`config.mk`:
```
export PLATFORM = sky130hd
export DESIGN_NAME = xor_stream_descrambler
export DESIGN_NICKNAME = d
export VERILOG_FILES = /design/src/rtl/xor_stream_descrambler.sv
export SDC_FILE = /design/constraint.sdc
export NUM_CORES = 1
export LEC_CHECK = 0
export BUFFER_PORTS_ARGS = -buffer_cell sky130_fd_sc_hd__buf_2
export CAP_MARGIN = 30
export CORE_MARGIN = 2
export CORE_UTILIZATION = 55
export CTS_CLUSTER_SIZE = 24
export DETAILED_ROUTE_END_ITERATION = 10
export MAX_ROUTING_LAYER = met4
export PLACE_DENSITY = 0.82
export REMOVE_ABC_BUFFERS = 1
export SYNTH_ARGS = -nofsm -noshare
export SYNTH_HDL_FRONTEND = slang
export SYNTH_SLANG_ARGS = --single-unit
```
`constraint.sdc`:
```
create_clock -name clock -period 2.5 [get_ports clock]
set_input_delay 0.375 -clock clock [delete_from_list [all_inputs] [get_ports clock]]
set_output_delay 0.375 -clock clock [all_outputs]
set_load 0.02 [all_outputs]
```
`src/rtl/xor_stream_descrambler.sv`:
```
// xor_stream_descrambler: additive LFSR descrambler (x^7+x^4+1) for a
// valid/ready word stream. The keystream restarts from LfsrSeed on every
// accepted start-of-frame word. Words arriving outside a frame are dropped
// and flagged with a one-cycle drop_pulse.
//
// Optional build macro XOR_DESCR_PARITY_EN: keeps a running XOR of the
// descrambled words of a frame and flags parity_err on the EOF word when that
// word differs from the XOR of the words before it. Without the macro,
// parity_err is tied low.
//
// state | meaning
// IDLE  | outside a frame; only a SOF word is accepted for output
// RUN   | inside a frame; every accepted word is descrambled and emitted

module xor_stream_descrambler #(
   parameter int         NrOfBits = 8,
   parameter logic [6:0] LfsrSeed = 7'h7F
) (
   input  logic                clock,
   input  logic                reset_n,
   input  logic [NrOfBits-1:0] in_data,
   input  logic                in_valid,
   input  logic                in_sof,
   input  logic                in_eof,
   output logic                in_ready,
   output logic [NrOfBits-1:0] out_data,
   output logic                out_valid,
   output logic                out_sof,
   output logic                out_eof,
   input  logic                out_ready,
   output logic                drop_pulse,
   output logic                parity_err
);

   typedef enum logic {
      ST_IDLE = 1'b0,
      ST_RUN  = 1'b1
   } state_t;

   // Runs NrOfBits LFSR steps; returns {next_state, keystream word (LSB = first step)}.
   function automatic logic [NrOfBits+6:0] lfsr_advance(input logic [6:0] s_in);
      logic [6:0]          s;
      logic [NrOfBits-1:0] ks;
      logic                k;
      s  = s_in;
      ks = '0;
      for (int i = 0; i < NrOfBits; i++) begin
         k     = s[6] ^ s[3];
         ks[i] = k;
         s     = {s[5:0], k};
      end
      return {s, ks};
   endfunction

   state_t              state_q, state_d;
   logic [6:0]          lfsr_q, lfsr_d;
   logic [NrOfBits-1:0] out_data_q, out_data_d;
   logic                out_valid_q, out_valid_d;
   logic                out_sof_q, out_sof_d;
   logic                out_eof_q, out_eof_d;
   logic                drop_pulse_q, drop_pulse_d;

   logic                accept;
   logic                emit;
   logic [6:0]          lfsr_base;
   logic [NrOfBits+6:0] adv;
   logic [NrOfBits-1:0] desc;

   assign in_ready = ~out_valid_q | out_ready;
   assign accept   = in_valid & in_ready;
   // A SOF word always restarts the keystream, even mid-frame.
   assign lfsr_base = in_sof ? LfsrSeed : lfsr_q;
   assign adv       = lfsr_advance(lfsr_base);
   assign desc      = in_data ^ adv[NrOfBits-1:0];
   assign emit      = accept & (in_sof | (state_q == ST_RUN));

   // Next-state for frame tracking, keystream and the output register.
   always_comb begin
      state_d      = state_q;
      lfsr_d       = lfsr_q;
      out_data_d   = out_data_q;
      out_valid_d  = out_valid_q;
      out_sof_d    = out_sof_q;
      out_eof_d    = out_eof_q;
      drop_pulse_d = 1'b0;
      if (out_valid_q & out_ready) begin
         out_valid_d = 1'b0;
      end
      if (emit) begin
         out_valid_d = 1'b1;
         out_data_d  = desc;
         out_sof_d   = in_sof;
         out_eof_d   = in_eof;
         lfsr_d      = adv[NrOfBits+6:NrOfBits];
         state_d     = in_eof ? ST_IDLE : ST_RUN;
      end else if (accept) begin
         drop_pulse_d = 1'b1;
      end
   end

   // Frame FSM, keystream state and registered output stage.
   always_ff @(posedge clock or negedge reset_n) begin
      if (!reset_n) begin
         state_q      <= ST_IDLE;
         lfsr_q       <= LfsrSeed;
         out_data_q   <= '0;
         out_valid_q  <= 1'b0;
         out_sof_q    <= 1'b0;
         out_eof_q    <= 1'b0;
         drop_pulse_q <= 1'b0;
      end else begin
         state_q      <= state_d;
         lfsr_q       <= lfsr_d;
         out_data_q   <= out_data_d;
         out_valid_q  <= out_valid_d;
         out_sof_q    <= out_sof_d;
         out_eof_q    <= out_eof_d;
         drop_pulse_q <= drop_pulse_d;
      end
   end

   assign out_data   = out_data_q;
   assign out_valid  = out_valid_q;
   assign out_sof    = out_sof_q;
   assign out_eof    = out_eof_q;
   assign drop_pulse = drop_pulse_q;

`ifdef XOR_DESCR_PARITY_EN
   logic [NrOfBits-1:0] acc_q, acc_d;
   logic [NrOfBits-1:0] acc_base;
   logic                parity_err_q, parity_err_d;

   assign acc_base = in_sof ? '0 : acc_q;

   // Running XOR of the frame; the EOF word must equal the XOR of its predecessors.
   always_comb begin
      acc_d        = acc_q;
      parity_err_d = parity_err_q;
      if (out_valid_q & out_ready) begin
         parity_err_d = 1'b0;
      end
      if (emit) begin
         if (in_eof) begin
            parity_err_d = (desc != acc_base);
            acc_d        = '0;
         end else begin
            parity_err_d = 1'b0;
            acc_d        = acc_base ^ desc;
         end
      end
   end

   // Parity accumulator and flag registers.
   always_ff @(posedge clock or negedge reset_n) begin
      if (!reset_n) begin
         acc_q        <= '0;
         parity_err_q <= 1'b0;
      end else begin
         acc_q        <= acc_d;
         parity_err_q <= parity_err_d;
      end
   end

   assign parity_err = parity_err_q;
`else
   assign parity_err = 1'b0;
`endif

endmodule

```
-- Word level (Yosys, flattened, before mapping)
Index checks and enable logic that the tools add are counted.
- flip-flop bits (word level): 20
- input bits: 14
- output and inout bits: 14
- word-level logic and storage cells: 29
- multiplexer cells: 6
- bitwise operators: 15
- reduce and logical (&&, ||, !) cells: 1
- operators with widths (cell ; count):
    $xor A1 B1 Y1 ; 8
    $xor A8 B8 Y8 ; 1
    $mux W7 ; 1
    $mux W1 ; 5
    $and A1 B1 Y1 ; 3
    $or A1 B1 Y1 ; 2
    $reduce_bool A2 Y1 ; 1
    $not A1 Y1 ; 1

-- Depth between registers and ports, before layout
- word-level depth: 5
- depth in mapped cells: 5

-- Worst setup path before layout
Ideal clock, no wire load.
- path kind: flip-flop to flip-flop
- start: reg out_valid_q, in the netlist out_valid
- end: reg out_eof_q, in the netlist out_eof
- library setup time: 0.128 ns
- data arrival time: 1.312 ns
- data required time: 2.372 ns
- path slack: 1.060 ns
- cell stages (with the launch flop): 5
- buffers on the path: 0
- path through: dfrtp_1 -> nor2b_4 -> inv_1 -> nand3_1 -> mux2_1
- word-level cells in the longest chain between the ends: 4
- ends and longest elaborated chain (element ; RTL line ; source):
    start: declaration ; 58 ; logic out_valid_q, out_valid_d;
    start signal: assignment ; 115 ; out_valid_q <= out_valid_d;
    $not A1 Y1 ; 69 ; assign in_ready = ~out_valid_q | out_ready;
    $or A1 B1 Y1 ; 69 ;
    $and A1 B1 Y1 ; 70 ; assign accept = in_valid & in_ready;
    $and A1 B1 Y1 ; 75 ; assign emit = accept & (in_sof | (state_q == ST_RUN));
    end signal: assignment ; 117 ; out_eof_q <= out_eof_d;
    end: declaration ; 60 ; logic out_eof_q, out_eof_d;
No other way between the ends.
A chain may end at the register's enable or synchronous reset.

-- Final worst setup path
- start: reg out_valid_q, in the netlist out_valid
- end: out in_ready
- word-level cells in the longest chain between the ends: 2
- ends and longest elaborated chain (element ; RTL line ; source):
    $not A1 Y1 ; 69 ;
    $or A1 B1 Y1 ; 69 ;
    end: declaration ; 25 ; output logic in_ready,
No other way between the ends.

==> flow_summary.toml <==
[synth]
synthDistinctLibCells = 32
ys_seq_area_share_pct = 45.7
syn-cell-area_um2 = 1110
postSynthAreaPerCell_um2 = 10.9
synth_top_cell_by_area = "dfrtp_1"
synthTopCellsByArea = "dfrtp_1 29%, dfstp_2 16%, a31oi_1 8.4%"
async_flop_share_pct = 100
synth_edf_count = 0
netlist_instances = 102
synth-seq-cells = 20
ys.flop_type = "dfrtp_1"
netlist.area_leader.share_pct = 29.2
yosysWarnings = 0

[timing]
tightest_slew_ns = 0.512
tns_ns = 0
slew_violations = 0
fin_skew_ns = 0.00822
finalCriticalPeriod_ns = 1.83
fin_ws_ns = 0.668
rsz0062_at_grt = "false"
hold_slack_ns = -0.00555
slew_headroom_pct = 65.7
setup_violations = 0
hold_violations = 9
fmax_ghz = 0.546
period_share_pct = 73.3

[routing]
drt-total-wl_mm = 2.25
viasPerCell = 6.01
routedWlPerCell_um = 14.9
drc = 0
drtIter0Drc = 23
drtPass1Iterations = 4
vias = 907
drtAntennaViolNets = 0

[job]
maxCapViolCount = 0

[placement]
place_inst = 147
post_dp_cell_area_um2 = 1230
post-dp-hpwl_mm = 1.52
io_buffers = 26
gp_congestion = 0.812
pre_cts_ws_ns = 0.758

[cts]
cts_made_buffers = 3
postCtsHoldBufs = 0
clockBufferDepth = 2
path_clk_slew_ns = 0.12
cts-htree-levels = 1
clock_latency_ns = 0.30
cts.repair_timing.setup_buffer_count = 0
post_cts_resized = 0
cts_root_buffer = "clkbuf_4"
cts_tree = "yes"
cts_sinks = 20

[layout]
fill_cells = 156
final_util_pct = 65.2
area_growth_syn_to_layout_pct = 13.6
drive_gt1_share_pct = 36.3
insertedDiodeCount = 0
stdcell_area_um2 = 1270
layout.cells.non_filler = 151
fin_nets = 139
multi_input_area_um2 = 542
layout.area.seq_um2 = 509

[global_routing]
grt_start_max_net_pins = 29
grt_pass1_vias = 866
grt_overflow = 0
antenna_found_initial = 0
track_usage_pct = 21.5
grt_pass1_wl_mm = 3.88

[critical_path]
reg2reg_depth = 4
cp-end-kind = "primary output"
r2r_start = "out_valid$_DFFE_PN0P_"
slowest_delay_ns = 0.39
worstPathRequired_ns = 2.12
critical_path_depth = 3
critPathTopFamily = "buffers and inverters"
cpMaxStageDelayCell = "dfrtp_1"
worstPathArrival_ns = 1.46
reg2reg_slack_ns = 0.77
path_cells = "nor2b_4, inv_1, buf_2"
r2r_end = "out_eof$_DFFE_PN0P_"
crit_type = "reg2out"
path_max_fanout = 16
crit_buf_inv = 2
cp-endpoint = "in_ready"
critPathLaunchType = "register"
crit_start = "out_valid$_DFFE_PN0P_"

[power_and_ir_drop]
power_frac_comb_pct = 47.1
finalPower_mw = 1.49
power_density_nw_per_um2 = 1180
clockPowerShare_pct = 12.7
pwr-share-seq_pct = 40.2
p_leak_nw = 0.544
ir_worst_vdd_mv = 0.658
switching_share_pct = 38.3
power.internal_mw = 0.920
power.switching_mw = 0.572

[die]
fp.dieW_um = 49.0
initial_core_util_pct = 57.4
io-pin-count = 28
coreArea_um2 = 1940
fp-row-count = 16
dieArea_um2 = 2400
die_h_um = 49.0

[hold_path]
min_path_type = "in2async"

[outcome]
violations = "hold timing"
run_status = "complete, but fails checks"
## Yosys cell counts, drive strengths merged, types with 4 or more instances
cell,count
mux2,4
a31oi,15
dfrtp,13
nor2,7
nor3,5
o21ai,5
o31ai,6
dfstp,7
or3,5
buf,7
xnor2,5
## power by group through the flow
stage,Clock (mW),Combinational (mW),Sequential (mW)
detailed placement,0,0.701,0.607
global route,0.215,0.774,0.625
finish,0.189,0.703,0.600
CTS,0.194,0.710,0.601
global placement,0,0.679,0.604
floorplan,0,0.444,0.674
## metal layers
metal	GRT usage [%]	share of wire, %
met1	28.4	45
met2	32.9	48
met3	3.68	4.8
met4	9.52	2.3
met5	-	0
## layout by cell type (no fill, tap or decap), types with 2 or more instances in the layout
cell	instances
nand3_1	2
buf_2	26
inv_1	2
xnor2_1	5
mux2_2	2
xor3_1	2
o31ai_1	5
o21a_1	3
nor2_1	6
clkbuf_4	3
mux2_1	2
dfrtp_1	13
o21ai_0	5
a21oi_1	3
a31oi_1	15
nor3_1	4
dfstp_2	7
or3_1	5
## worst register-to-register path: cells and delay by family, from the launching register on
kind                   cells  cell delay [ns]
AND/OR/NAND/NOR            2             0.49
flip-flops                 1             0.39
multiplexers               1             0.39
buffers and inverters      1             0.35
## sequential cells by signal (all words and copies together), names as in the netlist
signal / cells
drop_pulse: 1
lfsr_q: 7
out_data: 8
out_eof: 1
out_sof: 1
out_valid: 1
state_q: 1
## worst min-delay path by stage
stage	slack, ns	depth (start not counted)	startpoint	to
6_report	-0.006	1	reset_n	out_eof$_DFFE_PN0P_
2_1_floorplan	0.08	0	reset_n	drop_pulse$_DFF_PN0_
3_5_place_dp	0.34	1	reset_n	out_sof$_DFFE_PN0P_
5_1_grt	0.002	1	reset_n	out_sof$_DFFE_PN0P_
3_3_place_gp	0.34	1	reset_n	out_sof$_DFFE_PN0P_
4_1_cts	0.002	1	reset_n	out_sof$_DFFE_PN0P_
## area by class of cell
type	count	area share [%]
clock buffer	4	2.87
timing repair buffer	27	10.9
inverter	2	0.593
multi-input combinational	71	42.8
sequential	20	40.2
tap	27	2.67
## cell families (layout without fill, tap and decap cells)
family                 Yosys count  in the layout  synth area share [%]
AO/OA/AOI/OAI                   35             35                  21.0
XOR/XNOR                         8              8                  10.4
buffers and inverters           11             33                  5.72
flip-flops                      20             20                  45.7
multiplexers                     4              4                  4.04
other                            1              1                 0.336
AND/OR/NAND/NOR                 23             23                  12.8
(Power assumes the default switching activity.)
